==> src/rtl/control_ciclo.sv <==
// Washing-machine cycle controller: latches a paid program on a request edge in
// IDLE and steps through timed phases, pausing while the door is open.
module control_ciclo (
    input  logic       clk,
    input  logic       reset,
    input  logic       SECADO,
    input  logic       LAVADO,
    input  logic       LAVADO_PESADO,
    input  logic       INSUFICIENTE,
    input  logic       PUERTA_ABIERTA,
    output logic       VALVULA,
    output logic       MOTOR,
    output logic       CENTRIFUGA,
    output logic       CALENTADOR,
    output logic       OCUPADO,
    output logic       TERMINADO,
    output logic       ALARMA,
    output logic [2:0] FASE
);

    typedef enum logic [2:0] {
        IDLE     = 3'd0,
        LLENADO  = 3'd1,
        LAVA     = 3'd2,
        ENJUAGUE = 3'd3,
        CENTRIF  = 3'd4,
        SECA     = 3'd5,
        FIN      = 3'd6,
        ERROR    = 3'd7
    } state_t;

    typedef enum logic [1:0] {
        PROG_NORMAL = 2'd0,
        PROG_HEAVY  = 2'd1,
        PROG_DRY    = 2'd2
    } prog_t;

    // Phase lengths in clk cycles; the counter is loaded with length-1.
    localparam logic [4:0] LEN_LLENADO        = 5'd4;
    localparam logic [4:0] LEN_LAVA_NORMAL    = 5'd8;
    localparam logic [4:0] LEN_LAVA_HEAVY     = 5'd16;
    localparam logic [4:0] LEN_ENJUAGUE_NORM  = 5'd4;
    localparam logic [4:0] LEN_ENJUAGUE_HEAVY = 5'd8;
    localparam logic [4:0] LEN_CENTRIF        = 5'd4;
    localparam logic [4:0] LEN_SECA           = 5'd6;
    localparam logic [4:0] LEN_FIN            = 5'd1;
    localparam logic [4:0] LEN_ERROR          = 5'd2;

    state_t      state, state_nx;
    prog_t       prog, prog_nx;
    logic [4:0]  cnt, cnt_nx;
    logic [3:0]  req_now, req_sh, req_edge;
    logic        running, paused;

    function automatic logic [4:0] phase_load(input state_t s, input prog_t p);
        logic [4:0] len;
        case (s)
            LLENADO:  len = LEN_LLENADO;
            LAVA:     len = (p == PROG_HEAVY) ? LEN_LAVA_HEAVY : LEN_LAVA_NORMAL;
            ENJUAGUE: len = (p == PROG_HEAVY) ? LEN_ENJUAGUE_HEAVY : LEN_ENJUAGUE_NORM;
            CENTRIF:  len = LEN_CENTRIF;
            SECA:     len = LEN_SECA;
            FIN:      len = LEN_FIN;
            ERROR:    len = LEN_ERROR;
            default:  len = 5'd1;
        endcase
        return len - 5'd1;
    endfunction

    function automatic state_t phase_after(input state_t s);
        state_t n;
        case (s)
            LLENADO:  n = LAVA;
            LAVA:     n = ENJUAGUE;
            ENJUAGUE: n = CENTRIF;
            CENTRIF:  n = FIN;
            SECA:     n = FIN;
            default:  n = IDLE;
        endcase
        return n;
    endfunction

    // Bit order sets request priority: heavy, normal, dry, rejected.
    assign req_now  = {LAVADO_PESADO, LAVADO, SECADO, INSUFICIENTE};
    assign req_edge = req_now & ~req_sh;

    assign running = (state == LLENADO) || (state == LAVA) || (state == ENJUAGUE) ||
                     (state == CENTRIF) || (state == SECA);
    assign paused  = running && PUERTA_ABIERTA;

    always_ff @(posedge clk or posedge reset) begin
        if (reset) begin
            state  <= IDLE;
            prog   <= PROG_NORMAL;
            cnt    <= 5'd0;
            req_sh <= 4'b0000;
        end else begin
            state  <= state_nx;
            prog   <= prog_nx;
            cnt    <= cnt_nx;
            req_sh <= req_now;
        end
    end

    always_comb begin
        state_nx = state;
        prog_nx  = prog;
        cnt_nx   = cnt;
        case (state)
            IDLE: begin
                // Edges seen outside IDLE are simply dropped by the shadow update.
                if (req_edge[3]) begin
                    state_nx = LLENADO;
                    prog_nx  = PROG_HEAVY;
                    cnt_nx   = phase_load(LLENADO, PROG_HEAVY);
                end else if (req_edge[2]) begin
                    state_nx = LLENADO;
                    prog_nx  = PROG_NORMAL;
                    cnt_nx   = phase_load(LLENADO, PROG_NORMAL);
                end else if (req_edge[1]) begin
                    state_nx = SECA;
                    prog_nx  = PROG_DRY;
                    cnt_nx   = phase_load(SECA, PROG_DRY);
                end else if (req_edge[0]) begin
                    state_nx = ERROR;
                    prog_nx  = PROG_NORMAL;
                    cnt_nx   = phase_load(ERROR, PROG_NORMAL);
                end
            end
            FIN, ERROR: begin
                if (cnt == 5'd0) begin
                    state_nx = IDLE;
                    prog_nx  = PROG_NORMAL;
                end else begin
                    cnt_nx = cnt - 5'd1;
                end
            end
            default: begin
                if (!paused) begin
                    if (cnt != 5'd0) begin
                        cnt_nx = cnt - 5'd1;
                    end else begin
                        state_nx = phase_after(state);
                        cnt_nx   = phase_load(phase_after(state), prog);
                    end
                end
            end
        endcase
    end

    // Moore decode; an open door only masks the actuators of a running phase.
    always_comb begin
        VALVULA    = 1'b0;
        MOTOR      = 1'b0;
        CENTRIFUGA = 1'b0;
        CALENTADOR = 1'b0;
        OCUPADO    = running;
        TERMINADO  = (state == FIN);
        ALARMA     = (state == ERROR);
        FASE       = state;
        if (!paused) begin
            VALVULA    = (state == LLENADO);
            MOTOR      = (state == LAVA) || (state == ENJUAGUE) || (state == SECA);
            CENTRIFUGA = (state == CENTRIF);
            CALENTADOR = ((state == LAVA) && (prog == PROG_HEAVY)) || (state == SECA);
        end
    end

endmodule

==> config.mk <==
export PLATFORM = sky130hd
export DESIGN_NAME = control_ciclo
export DESIGN_NICKNAME = d
export VERILOG_FILES = /design/src/rtl/control_ciclo.sv
export SDC_FILE = /design/constraint.sdc
export NUM_CORES = 1
export LEC_CHECK = 0
export BUFFER_PORTS_ARGS = -buffer_cell sky130_fd_sc_hd__buf_2
export CORE_UTILIZATION = 35
export DETAILED_ROUTE_END_ITERATION = 7
export GPL_TIMING_DRIVEN = 0
export HOLD_SLACK_MARGIN = 0.03
export SLEW_MARGIN = 20
export SYNTH_ARGS = -nofsm -noshare
export SYNTH_HDL_FRONTEND = slang
export SYNTH_SLANG_ARGS = --single-unit
==> constraint.sdc <==
create_clock -name clk -period 3.6 [get_ports clk]
set_clock_uncertainty 0.05 [all_clocks]
set_input_delay 0.18 -clock clk [delete_from_list [all_inputs] [get_ports clk]]
set_output_delay 0.18 -clock clk [all_outputs]
set_load 0.01 [all_outputs]
* Yosys cells after proc, flatten, opt, wreduce, memory -nomap -nowiden
Index checks and enable logic that the tools add are counted.
** Storage, ports and cells
- Bits in registers :: 14
- Input port bits :: 7
- Logic and storage cells :: 81
** Cells by class
- $add $sub $neg :: 2
- Equal/unequal tests :: 19
- Muxes and demuxes :: 34
- Bitwise operators :: 2
- Reductions and logical operators :: 20
** Operators by type and width (count)
- 5-bit 2-to-1 mux :: 11
- 5-bit one-hot mux with 5 select lines :: 1
- 3-bit 2-to-1 mux :: 8
- 3-bit == test, second input constant :: 7
- 3-bit by 2-bit == test with 1-bit output, second input constant :: 4
- 3-bit one-hot mux with 4 select lines :: 1
- 2-bit 2-to-1 mux :: 5
- 5-bit one-hot mux with 2 select lines :: 1
- 5-bit by 1-bit subtractor with 5-bit output, second input constant :: 2
- 1-bit logical OR :: 7
- 3-bit by 1-bit == test with 1-bit output, second input constant :: 2
- 3-bit by 1-bit inequality test with 1-bit output, second input constant :: 2
- 3-bit one-hot mux with 2 select lines :: 1
- 3-bit AND reduction :: 2
- 2-bit OR reduction :: 3
- 5-bit zero test :: 1
- 5-bit inequality test, second input constant :: 1
- 5-bit nonzero test :: 1
- 4-bit bitwise AND :: 1
- 1-bit 2-to-1 mux :: 4
- 4-bit 2-to-1 mux :: 1
- 2-bit inequality test, second input constant :: 2
- 4-bit NOT :: 1
- 2-bit one-hot mux with 2 select lines :: 1
- other kinds (6) :: 7

* Longest topological paths before layout
- Depth in word-level cells :: 18
- Mapped depth :: 10

* Worst setup path before layout
OpenSTA, ideal clock, no wires.
- Path type :: flip-flop to flip-flop
- Start :: register state[1] (netlist: FASE[1])
- End :: register cnt[2]
- Setup time :: 0.126 ns
- Arrival :: 2.218 ns
- Required time :: 3.424 ns
- Path slack :: 1.205 ns
- Stages on the path, launching flop included :: 11
- Period minus slack after synthesis :: 2.395 ns
- Cells stage by stage :: dfrtp_1 -> clkbuf_1 -> nor2_1 -> or2_2 -> inv_1 -> ha_1 -> nand2_1 -> mux2i_1 -> a21oi_1 -> and4b_1 -> a311o_1
** Between the ends
- Cells in the longest elaborated chain, start to end :: 16
** Ends and longest elaborated chain
- from (decl) :: RTL line 49 : state_t state, state_nx;
- from (signal assigned) :: RTL line 98 : state <= state_nx;
- 3-bit == test :: RTL line 72, 88
- 2-bit OR reduction (no source line)
- 3-bit one-hot mux with 4 select lines :: RTL line 72 : case (s)
- 3-bit 2-to-1 mux :: RTL line 140 : if (cnt != 5'd0) begin
- 3-bit 2-to-1 mux :: RTL line 139 : if (!paused) begin
- 3-bit 2-to-1 mux :: RTL line 109 : case (state)
- 3-bit == test / 3-bit by 1-bit == test with 1-bit output (equally long branches) :: RTL line 57 : case (s)
- 2-bit OR reduction (no source line)
- 5-bit one-hot mux with 5 select lines :: RTL line 57
- 5-bit 2-to-1 mux :: RTL line 140
- 5-bit 2-to-1 mux :: RTL line 139
- 5-bit 2-to-1 mux :: RTL line 109
- 5-bit by 1-bit subtractor with 5-bit output :: RTL line 67 : return len - 5'd1;
- 5-bit 2-to-1 mux :: RTL line 140
- 5-bit 2-to-1 mux :: RTL line 139
- 5-bit one-hot mux with 2 select lines :: RTL line 109
- to (signal assigned) :: RTL line 100 : cnt <= cnt_nx;
- to (decl) :: RTL line 51 : logic [4:0] cnt, cnt_nx;
Several ways; a longest one is shown, not always the timed one. The select of a mux whose other input is x is not followed.
A chain may end at the register's enable or synchronous reset.

* Final worst setup path
Same ends and word-level chain as after synthesis.

==> metrics.txt <==
commonest cells in the netlist 14 x dfrtp_1, 11 x a21oi_1, 10 x nor2_1; P per Cell Area approximately 800 nW/um^2; outcome finished clean; Final nets 154; Site Rows 19; register area approximately 350 um^2; Seq pwr share ~28%; syn_area_per_cell approximately 8.7 um^2; Mapped Area 1016 um^2; Required @ worst endpoint approximately 3700 ps; htree depth 1; Die Y between 50 and 60 um; Synth area leader dfrtp_1; Routed Antenna Nets 0; IO Pins 17; sequential share of the synthesized area between 30% and 40%; Port Buf Inserts 16; Syn-to-layout area delta 20.57%; Sink Count 14; clock latency on the worst-skew pair 280 ps; Primary FF master, synth dfrtp_1; Initial Util between 30% and 40%; share of layout cells above drive strength 1 approximately a fifth; count leader, synth dfrtp_1; P_leak 0.5435 nW; Clock Root Buffer clkbuf_4; FFs w/ async S/R, synth between 90% and 100%; post-layout util 44.42%; clock share of power a little under an eighth; worst r2r src FASE[1]; drt wl/cell ~14 um; CTS tree yes; Max Freq 369.7 MHz; Synth area leaders dfrtp_1 34%, a21oi_1 5.4%, ha_1 3.7%; Setup crit end kind register; WL final between 2 and 2.5 mm; Synth cell types 46; maxcap violations 0; GP Congestion between 0.8 and 0.9; largest net degree at the start of global routing 15; Worst-Margin Slew 553.9 ps; worst-path fanout max 10; first-pass GRT wire length between 4 and 5 mm; die area ~3100 um^2; pre-CTS setup slack just under 1000 ps; EDFF count, synth 0; RSZ-0062 raised after global routing no; Final Slew Violations 0; overall routing resource usage around 17%; CP Launch Type register; setup TNS 0 ps; die width between 50 and 60 um; Max IR drop VDD 0.4736 mV; first drt pass iteration count 4; CTS Buf Count 3; initial antenna violation count 0; Crit Reg-Reg Endpoint cnt[2]; multi-input combinational cell area around 620 um^2; Hold Path Class in -> async; DRC 0; post-synth top area share ~34%; vias in the first global route approximately 920; Final Hold Fails 0; Tmin final ~2700 ps; initial drt markers 37; Int Power ~0.53 mW; Yosys reg bits 14; gr ovfl total 0; combinational power share around three fifths; Sw Share a little under half; period utilization roughly three quarters; final worst setup slack slightly below 900 ps; ANT cells 0; reg2reg setup slack between 800 and 900 ps; CP arrival between 2000 and 3000 ps; Rel. slew slack 63.03%; # fillers 296; Mapped Cells roughly 120; Crit Path Category reg -> reg; CORE AREA approximately 2800 um^2; R2R cell count 10; Psw ~0.45 mW; synth warn 0; CTS clk-pin slew, worst paths roughly 90 ps; Clock Path Buffers 2; Final setup viols 0; post-DP HPWL ~1.8 mm; Via density between 5 and 6; routed via count ~980
==> per-layer routing <==
layer | wire length [um] | up-vias | track usage (%)
met2 | 1103 | 26 | 25.99
met4 | 31 | 0 | 8.362
met1 | 1181 | 473 | 23.05
li1 | - | 481 | -
met5 | 0 | - | 0
met3 | 83 | 4 | 2.558
==> repair_timing <==
item                                   4_1_cts  5_1_grt
gates resized for setup                      0        0
buffers inserted                             0        0
hold buffers                                 5        0
endpoints found under the hold margin       18        0
==> sequential cells by signal, indices dropped and copies added, names as in the netlist <==
| register | flops |
|---|---|
| FASE | 3 |
| cnt | 5 |
| prog | 2 |
| req_sh | 4 |
==> per-stage QoR <==
| step | cells | area [um^2] | hold slack, ps | total power [mW] |
|---|---|---|---|---|
| after floorplan | 118 | 1020 | 19.22 | 0.7104 |
| after global placement | 165 | 1139 | 197.3 | 0.8522 |
| after detailed placement | 165 | 1139 | 216.9 | 0.8617 |
| after CTS | 174 | 1225 | 447.3 | 0.9847 |
| after global routing | 174 | 1225 | 494.3 | 1.069 |
| final | 174 | 1225 | 435.9 | 0.9832 |
==> final cells by class <==
cell class	instances	share of cell area [%]
Tap cell	31	3.167
Inverter	6	1.839
Sequential cell	14	28.60
Multi-Input combinational cell	91	50.56
Buffer	7	2.247
Clock buffer	4	2.962
Timing Repair Buffer	21	10.62
==> power groups by stage <==
| stage | logic, mW | registers [mW] | clock network (mW) |
|---|---|---|---|
| 2_1_floorplan | 0.444 | 0.266 | 0 |
| 3_3_place_gp | 0.583 | 0.269 | 0 |
| 3_5_place_dp | 0.590 | 0.272 | 0 |
| 4_1_cts | 0.598 | 0.268 | 0.119 |
| 5_1_grt | 0.664 | 0.278 | 0.126 |
| 6_report | 0.599 | 0.271 | 0.113 |
==> worst max-delay path, stage by stage, from the launching register on <==
cell and delay, ps:
dfrtp_1 500, clkbuf_1 350, nor2_1 170, or2_2 320
inv_1 60, ha_1 250, nand2_1 80, mux2i_1 200
a21oi_1 80, and4b_1 200, a311o_1 310
==> cell usage in the layout (no fill, tap or decap), types with 4 or more instances in the layout <==
cell type,count
a21oi_1,11
buf_2,17
clkbuf_1,6
dfrtp_1,14
dlygate4sd3_1,5
inv_1,6
nand2_1,7
nand2b_1,4
nor2_1,10
nor2b_1,4
==> how the worst max path moves through the flow <==
| stage | startpoint | to | cells after the start |
|---|---|---|---|
| final | FASE[1] | cnt[2] | 10 |
| after global routing | FASE[1] | cnt[2] | 10 |
| after CTS | FASE[1] | cnt[2] | 10 |
| after detailed placement | FASE[2] | cnt[2] | 9 |
| after global placement | FASE[1] | cnt[2] | 10 |
| after floorplan | FASE[1] | cnt[2] | 10 |
==> cells by family (layout without fill, tap and decap cells) <==
family          count (synthesis)  count (layout)  share of synthesized area [%]
mux                             3               3                          3.079
fa+ha+maj                       3               3                          3.695
other cells                     1               2                         0.3691
simple gates                   43              43                          24.63
buf+inv                        13              38                          4.925
flops                          14              14                          34.48
compound gates                 40              40                          28.82
(Power assumes the default switching activity.)
